<file path="config.mk">
export PLATFORM = sky130hd
export DESIGN_NAME = sine_dds_source_flat
export DESIGN_NICKNAME = d
export VERILOG_FILES = /design/src/rtl/sine_dds_source_if.sv /design/src/rtl/sine_dds_source.sv /design/src/flat_wrapper.sv
export SDC_FILE = /design/constraint.sdc
export NUM_CORES = 1
export LEC_CHECK = 0
export BUFFER_PORTS_ARGS = -buffer_cell sky130_fd_sc_hd__buf_4
export CORE_UTILIZATION = 52
export DETAILED_ROUTE_END_ITERATION = 8
export PLACE_DENSITY_LB_ADDON = 0.2
export SYNTH_ARGS = -nofsm -noshare
export SYNTH_HDL_FRONTEND = slang
export SYNTH_SLANG_ARGS = --single-unit
</file>
<file path="constraint.sdc">
create_clock -name clk_100 -period 2.55 [get_ports clk_100]
set_clock_uncertainty 0.2 [all_clocks]
set_input_delay 0.255 -clock clk_100 [delete_from_list [all_inputs] [get_ports clk_100]]
set_output_delay 0.255 -clock clk_100 [all_outputs]
set_load 0.05 [all_outputs]
</file>
<file path="src/rtl/sine_dds_source_if.sv">
// rtl/sine_dds_source_if.sv - quarter-wave ROM bus and sample handshake of the DDS source
interface sine_dds_source_if #(
  parameter int ADDR_W = 8,
  parameter int DATA_W = 8
);
  logic [ADDR_W-1:0] rom_addr;
  logic [DATA_W-2:0] rom_data;
  logic [DATA_W-1:0] sample;
  logic              sample_valid;
  logic              sample_ready;

  modport master (
    output rom_addr,
    input  rom_data,
    output sample,
    output sample_valid,
    input  sample_ready
  );

  modport slave (
    input  rom_addr,
    output rom_data,
    input  sample,
    input  sample_valid,
    output sample_ready
  );
endinterface

</file>
<file path="src/rtl/sine_dds_source.sv">
// rtl/sine_dds_source.sv - DDS sample source: phase accumulator, quarter-wave fold, sample handshake
module sine_dds_source #(
  parameter int PHASE_W  = 16,
  parameter int ADDR_W   = 8,
  parameter int DATA_W   = 8,
  parameter int TICK_DIV = 1000
) (
  input  logic               clk_100,
  input  logic               rst,
  input  logic               en_i,
  input  logic [PHASE_W-1:0] phase_inc_i,
  input  logic               load_inc_i,
  output logic               overrun_o,
  sine_dds_source_if.master  bus
);

  localparam int CNT_W = (TICK_DIV > 1) ? $clog2(TICK_DIV) : 1;
  localparam logic [CNT_W-1:0]  CNT_LAST = CNT_W'(TICK_DIV - 1);
  localparam logic [DATA_W-1:0] MID      = DATA_W'(1) << (DATA_W - 1);

  typedef enum logic [1:0] {
    S_IDLE,
    S_ADDR,
    S_DATA,
    S_HOLD
  } state_t;

  state_t             state_q, state_d;
  logic [CNT_W-1:0]   cnt_q, cnt_d;
  logic [PHASE_W-1:0] phase_q, phase_d;
  logic [PHASE_W-1:0] inc_q, inc_d;
  logic [1:0]         quad_q, quad_d;
  logic [ADDR_W-1:0]  addr_q, addr_d;
  logic [DATA_W-1:0]  sample_q, sample_d;
  logic               valid_q, valid_d;
  logic               ovr_q, ovr_d;

  logic               tick;
  logic [ADDR_W-1:0]  idx;
  logic [DATA_W-1:0]  rom_ext;

  assign tick    = en_i && (cnt_q == CNT_LAST);
  assign idx     = phase_q[PHASE_W-3 -: ADDR_W];
  assign rom_ext = {1'b0, bus.rom_data};

  always_comb begin
    state_d  = state_q;
    cnt_d    = cnt_q;
    phase_d  = phase_q;
    inc_d    = inc_q;
    quad_d   = quad_q;
    addr_d   = addr_q;
    sample_d = sample_q;
    valid_d  = valid_q;
    ovr_d    = ovr_q;

    if (en_i) begin
      cnt_d = (cnt_q == CNT_LAST) ? '0 : cnt_q + 1'b1;
    end
    if (load_inc_i) begin
      inc_d = phase_inc_i;
    end
    // The phase advances on every tick, serviced or dropped, so output frequency is preserved.
    if (tick) begin
      phase_d = phase_q + inc_q;
    end

    unique case (state_q)
      S_IDLE: begin
        if (tick) begin
          quad_d  = phase_q[PHASE_W-1 -: 2];
          addr_d  = phase_q[PHASE_W-2] ? ~idx : idx;
          state_d = S_ADDR;
        end
      end
      S_ADDR: state_d = S_DATA;
      S_DATA: begin
        sample_d = quad_q[1] ? (MID - rom_ext) : (MID + rom_ext);
        valid_d  = 1'b1;
        state_d  = S_HOLD;
      end
      S_HOLD: begin
        if (bus.sample_ready) begin
          valid_d = 1'b0;
          state_d = S_IDLE;
        end
      end
      default: state_d = S_IDLE;
    endcase

    if (tick && (state_q != S_IDLE)) begin
      ovr_d = 1'b1;
    end
  end

  always_ff @(posedge clk_100) begin
    if (rst) begin
      state_q  <= S_IDLE;
      cnt_q    <= '0;
      phase_q  <= '0;
      inc_q    <= '0;
      quad_q   <= '0;
      addr_q   <= '0;
      sample_q <= MID;
      valid_q  <= 1'b0;
      ovr_q    <= 1'b0;
    end else begin
      state_q  <= state_d;
      cnt_q    <= cnt_d;
      phase_q  <= phase_d;
      inc_q    <= inc_d;
      quad_q   <= quad_d;
      addr_q   <= addr_d;
      sample_q <= sample_d;
      valid_q  <= valid_d;
      ovr_q    <= ovr_d;
    end
  end

  assign bus.rom_addr     = addr_q;
  assign bus.sample       = sample_q;
  assign bus.sample_valid = valid_q;
  assign overrun_o        = ovr_q;

endmodule

</file>
<file path="src/flat_wrapper.sv">
// flat-port wrapper written by rule: the top's interface ports become plain ports
module sine_dds_source_flat 
#(
  parameter int PHASE_W  = 16,
  parameter int ADDR_W   = 8,
  parameter int DATA_W   = 8,
  parameter int TICK_DIV = 1000
)
  (clk_100, rst, en_i, phase_inc_i, load_inc_i, overrun_o, bus_rom_addr, bus_rom_data, bus_sample, bus_sample_valid, bus_sample_ready);
  sine_dds_source_if #(.ADDR_W(ADDR_W), .DATA_W(DATA_W)) bus_i ();
  input  logic clk_100;
  input  logic rst;
  input  logic en_i;
  input  logic [PHASE_W-1:0] phase_inc_i;
  input  logic load_inc_i;
  output logic overrun_o;
  output wire logic [$bits(bus_i.rom_addr)-1:0] bus_rom_addr;
  input wire logic [$bits(bus_i.rom_data)-1:0] bus_rom_data;
  output wire logic [$bits(bus_i.sample)-1:0] bus_sample;
  output wire logic [$bits(bus_i.sample_valid)-1:0] bus_sample_valid;
  input wire logic [$bits(bus_i.sample_ready)-1:0] bus_sample_ready;
  assign bus_rom_addr = bus_i.rom_addr;
  assign bus_i.rom_data = bus_rom_data;
  assign bus_sample = bus_i.sample;
  assign bus_sample_valid = bus_i.sample_valid;
  assign bus_i.sample_ready = bus_sample_ready;
  sine_dds_source #(.PHASE_W(PHASE_W), .ADDR_W(ADDR_W), .DATA_W(DATA_W), .TICK_DIV(TICK_DIV)) u_core (.clk_100(clk_100), .rst(rst), .en_i(en_i), .phase_inc_i(phase_inc_i), .load_inc_i(load_inc_i), .overrun_o(overrun_o), .bus(bus_i));
endmodule
</file>
==> results.yml <==
global_routing:
  grt_use_total_pct: 23.6
  grt-busiest-layer: "met2"
  met3_usage_pct: 4.33
  grtUsageMet1_pct: 28.2
  grt_pass1_vias: 2689
  antenna_found_initial: 0
  grt.met2_usage_pct: 40.4
  grt_pass1_wl_um: 11900
  overflow: 0
  grt_max_degree: 45
route:
  viasPerCell: 5.41
  postRouteAntennaNets: 0
  vias: 2815
  routedWlPerCell_um: 13.6
  wl_um: 7090
  drc: 0
  first_iter_violations: 144
  drtPass1Iterations: 4
worst_setup_path:
  crit_type: "flip-flop to flip-flop"
  path_cells: "ha_1, a21oi_2, nor2b_1, a211oi_1, a21boi_0, or3_1, a32o_1"
  critPathSlowestCell: "dfxtp_1"
  cp.arrival_ps: 2430
  crit_family: "compound AO/OA/AOI/OAI gates"
  cp-end-kind: "flip-flop"
  cp-start-kind: "flip-flop"
  r2r_slack_ps: 160
  worstPathRequired_ps: 2590
  cp_num_buf_inv: 0
  reg2reg_depth: 7
  crit_path_max_fanout: 6
  cp_slowest_stage_delay_ps: 410
  r2r_end: "u_core.phase_q[13]"
  r2r_start: "u_core.phase_q[8]"
synth:
  async_flop_share_pct: 0
  yosysWarnings: 0
  synth_area_per_cell_sq_um: 8.75
  ys_ff_latch: 63
  syn_inst: 375
  synth_area_sq_mm: 0.00328
  synth_nets: 425
  synth.distinct_cells: 47
  ys_top_cells_by_area: "dfxtp_1 38%, ha_1 8.0%, nor2_1 6.9%"
  yosysSeqAreaShare_pct: 38.4
  synth_area_leader_cell: "dfxtp_1"
  synthTopCellsByCount: "63 x dfxtp_1, 60 x nor2_1, 32 x nand2_1"
  yosys.area.top_type_share_pct: 38.4
  synth-main-ff-cell: "dfxtp_1"
  yosysMostFrequentCell: "dfxtp_1"
  synth_edf_count: 0
sta:
  period_share_pct: 93.9
  finalSetupViolations: 0
  tightest_slew_ps: 552
  finalCriticalPeriod_ps: 2390
  fmax_ghz: 0.418
  rsz0062_at_grt: "no"
  hold_violations: 0
  fin_ws_ps: 156
  slew_viol_final: 0
  relSlewSlack_pct: 63.2
clocking:
  numCtsBuffers: 9
  clockBufferDepth: 2
  cts.sinks: 63
  htreeDepth: 3
  clkTransAtPathRegs_ps: 70
  insertion_delay_ps: 350
  root_buffer: "clkbuf_8"
  cts_tree: "built"
floorplanning:
  die_area_sq_mm: 0.00663
  die_width_um: 81.4
  start_util_pct: 54.8
  core_area_sq_mm: 0.00599
  row_count: 28
  boundaryPins: 46
  fp.dieH_um: 81.4
power_and_ir_drop:
  power_density_mw_per_mm2: 541
  leakagePower_nw: 1.77
  power_mw: 2.25
  ir_drop_mv: 0.486
place:
  pre_cts_slack_ps: -62.4
  placed_area_sq_mm: 0.00368
  post-dp-hpwl_um: 4790
  io_buffers: 45
  gp_congestion: 0.855
min_path:
  whs_path_depth: 3
  min-delay-start: "bus_rom_data[2]"
  hold_path_class: "input port to flip-flop"
  min_to: "u_core.bus.sample[2]"
final_layout:
  multi_input_area_sq_mm: 0.00193
  fillers: 512
  finalInstanceArea_sq_mm: 0.00415
  final-seq-area_sq_mm: 0.00126
  layout-drive-gt1-share_pct: 17.8
  antennaDiodeCount: 0
  final_util_pct: 69.3
  fin_nets: 490
  areaGrowthSynthToFinish_pct: 26.6
run:
  maxCapViolCount: 0
run_status:
  status: "completed"
## sequential cells by signal (all words and copies together) (netlist names)
signal / flops
u_core.bus.rom_addr: 8
u_core.bus.sample: 8
u_core.bus.sample_valid: 1
u_core.cnt_q: 10
u_core.inc_q: 16
u_core.overrun_o: 1
u_core.phase_q: 16
u_core.quad_q: 1
u_core.state_q: 2
## layer usage
layer | vias up | share of wire (%)
met5 | - | 0
met4 | 0 | 2.2
met3 | 15 | 3.7
met2 | 58 | 49
met1 | 1283 | 46
li1 | 1459 | -
## worst max-delay path by stage
stage / end / depth (start not counted) / slack (ps) / startpoint
after global routing: u_core.phase_q[12] / 8 / 30 / u_core.inc_q[0]
final: u_core.phase_q[13] / 7 / 160 / u_core.phase_q[8]
after floorplan: u_core.phase_q[12] / 8 / 150 / u_core.inc_q[0]
after CTS: u_core.phase_q[12] / 8 / 60 / u_core.inc_q[0]
after detailed placement: u_core.phase_q[12] / 8 / -60 / u_core.inc_q[0]
after global placement: u_core.phase_q[12] / 8 / 70 / u_core.inc_q[0]
## report_power, final
group / leakage (nW) / internal [mW] / switching, mW
sequential: 0.511 / 1.00 / 0.0138
combinational: 1.13 / 0.0876 / 0.0809
clock: 0.122 / 0.672 / 0.390
total: 1.77 / 1.76 / 0.485
## metrics by stage
| step | TNS, ps | cells | hold slack (ps) |
|---|---|---|---|
| after global routing | 0 | 520 | 17.9 |
| after global placement | 0 | 483 | 244 |
| after detailed placement | -72.6 | 483 | 252 |
| after CTS | 0 | 519 | 3.44 |
| after floorplan | 0 | 375 | 202 |
| final | 0 | 520 | 13.7 |
## what timing repair did
| item | in CTS | in global routing |
|---|---|---|
| endpoints found under the setup margin | 2 | 5 |
| pin swaps | 1 | 2 |
| endpoints found under the hold margin | 28 | 0 |
| gates resized for setup | 2 | 3 |
| hold buffers | 20 | 0 |
| buffers inserted | 0 | 1 |
## placed cells by master (no fill, tap or decap), types with 3 or more instances in the layout
cell,Yosys,layout
inv_1,8,8
dlygate4sd3_1,0,20
nand2_1,32,32
or3_1,5,5
xnor2_1,18,18
o211ai_1,3,3
nand3_1,8,8
clkbuf_8,0,10
a211oi_1,18,17
xor2_1,12,12
nor3_1,5,5
a21boi_0,3,3
mux2i_1,22,22
a22o_1,3,3
a21o_1,3,3
o21ai_0,13,13
buf_4,1,53
and3_4,3,3
o311ai_1,2,3
and3_1,3,3
nor2_1,60,60
nand4_1,5,5
dfxtp_1,63,63
bufinv_16,0,3
a21oi_1,18,17
nor2b_1,4,4
ha_1,21,21
## tightest hold or removal path, cell delays in order
cell and delay, ps:
buf_4 90, xnor2_1 100, a211oi_1 60
## cell type report
| type | count | share of cell area, % |
|---|---|---|
| multi-input cells | 285 | 46.4 |
| flip-flops and latches | 63 | 30.4 |
| repair buffers | 73 | 14.4 |
| clock buffers | 10 | 3.31 |
| clock inverters | 6 | 2.59 |
| well taps | 75 | 2.26 |
| inverters | 8 | 0.723 |
## kinds of logic after synthesis
kind of cell    count (synthesis)  synth area share, %
simple gates                  135                 19.1
compound gates                 76                 15.7
flops                          63                 38.4
mux                            22                 6.71
fa+ha+maj                      22                 8.62
buf+inv                        27                 3.43
xor+xnor                       30                 8.01
Note: power is estimated with default switching activity, not from simulation.
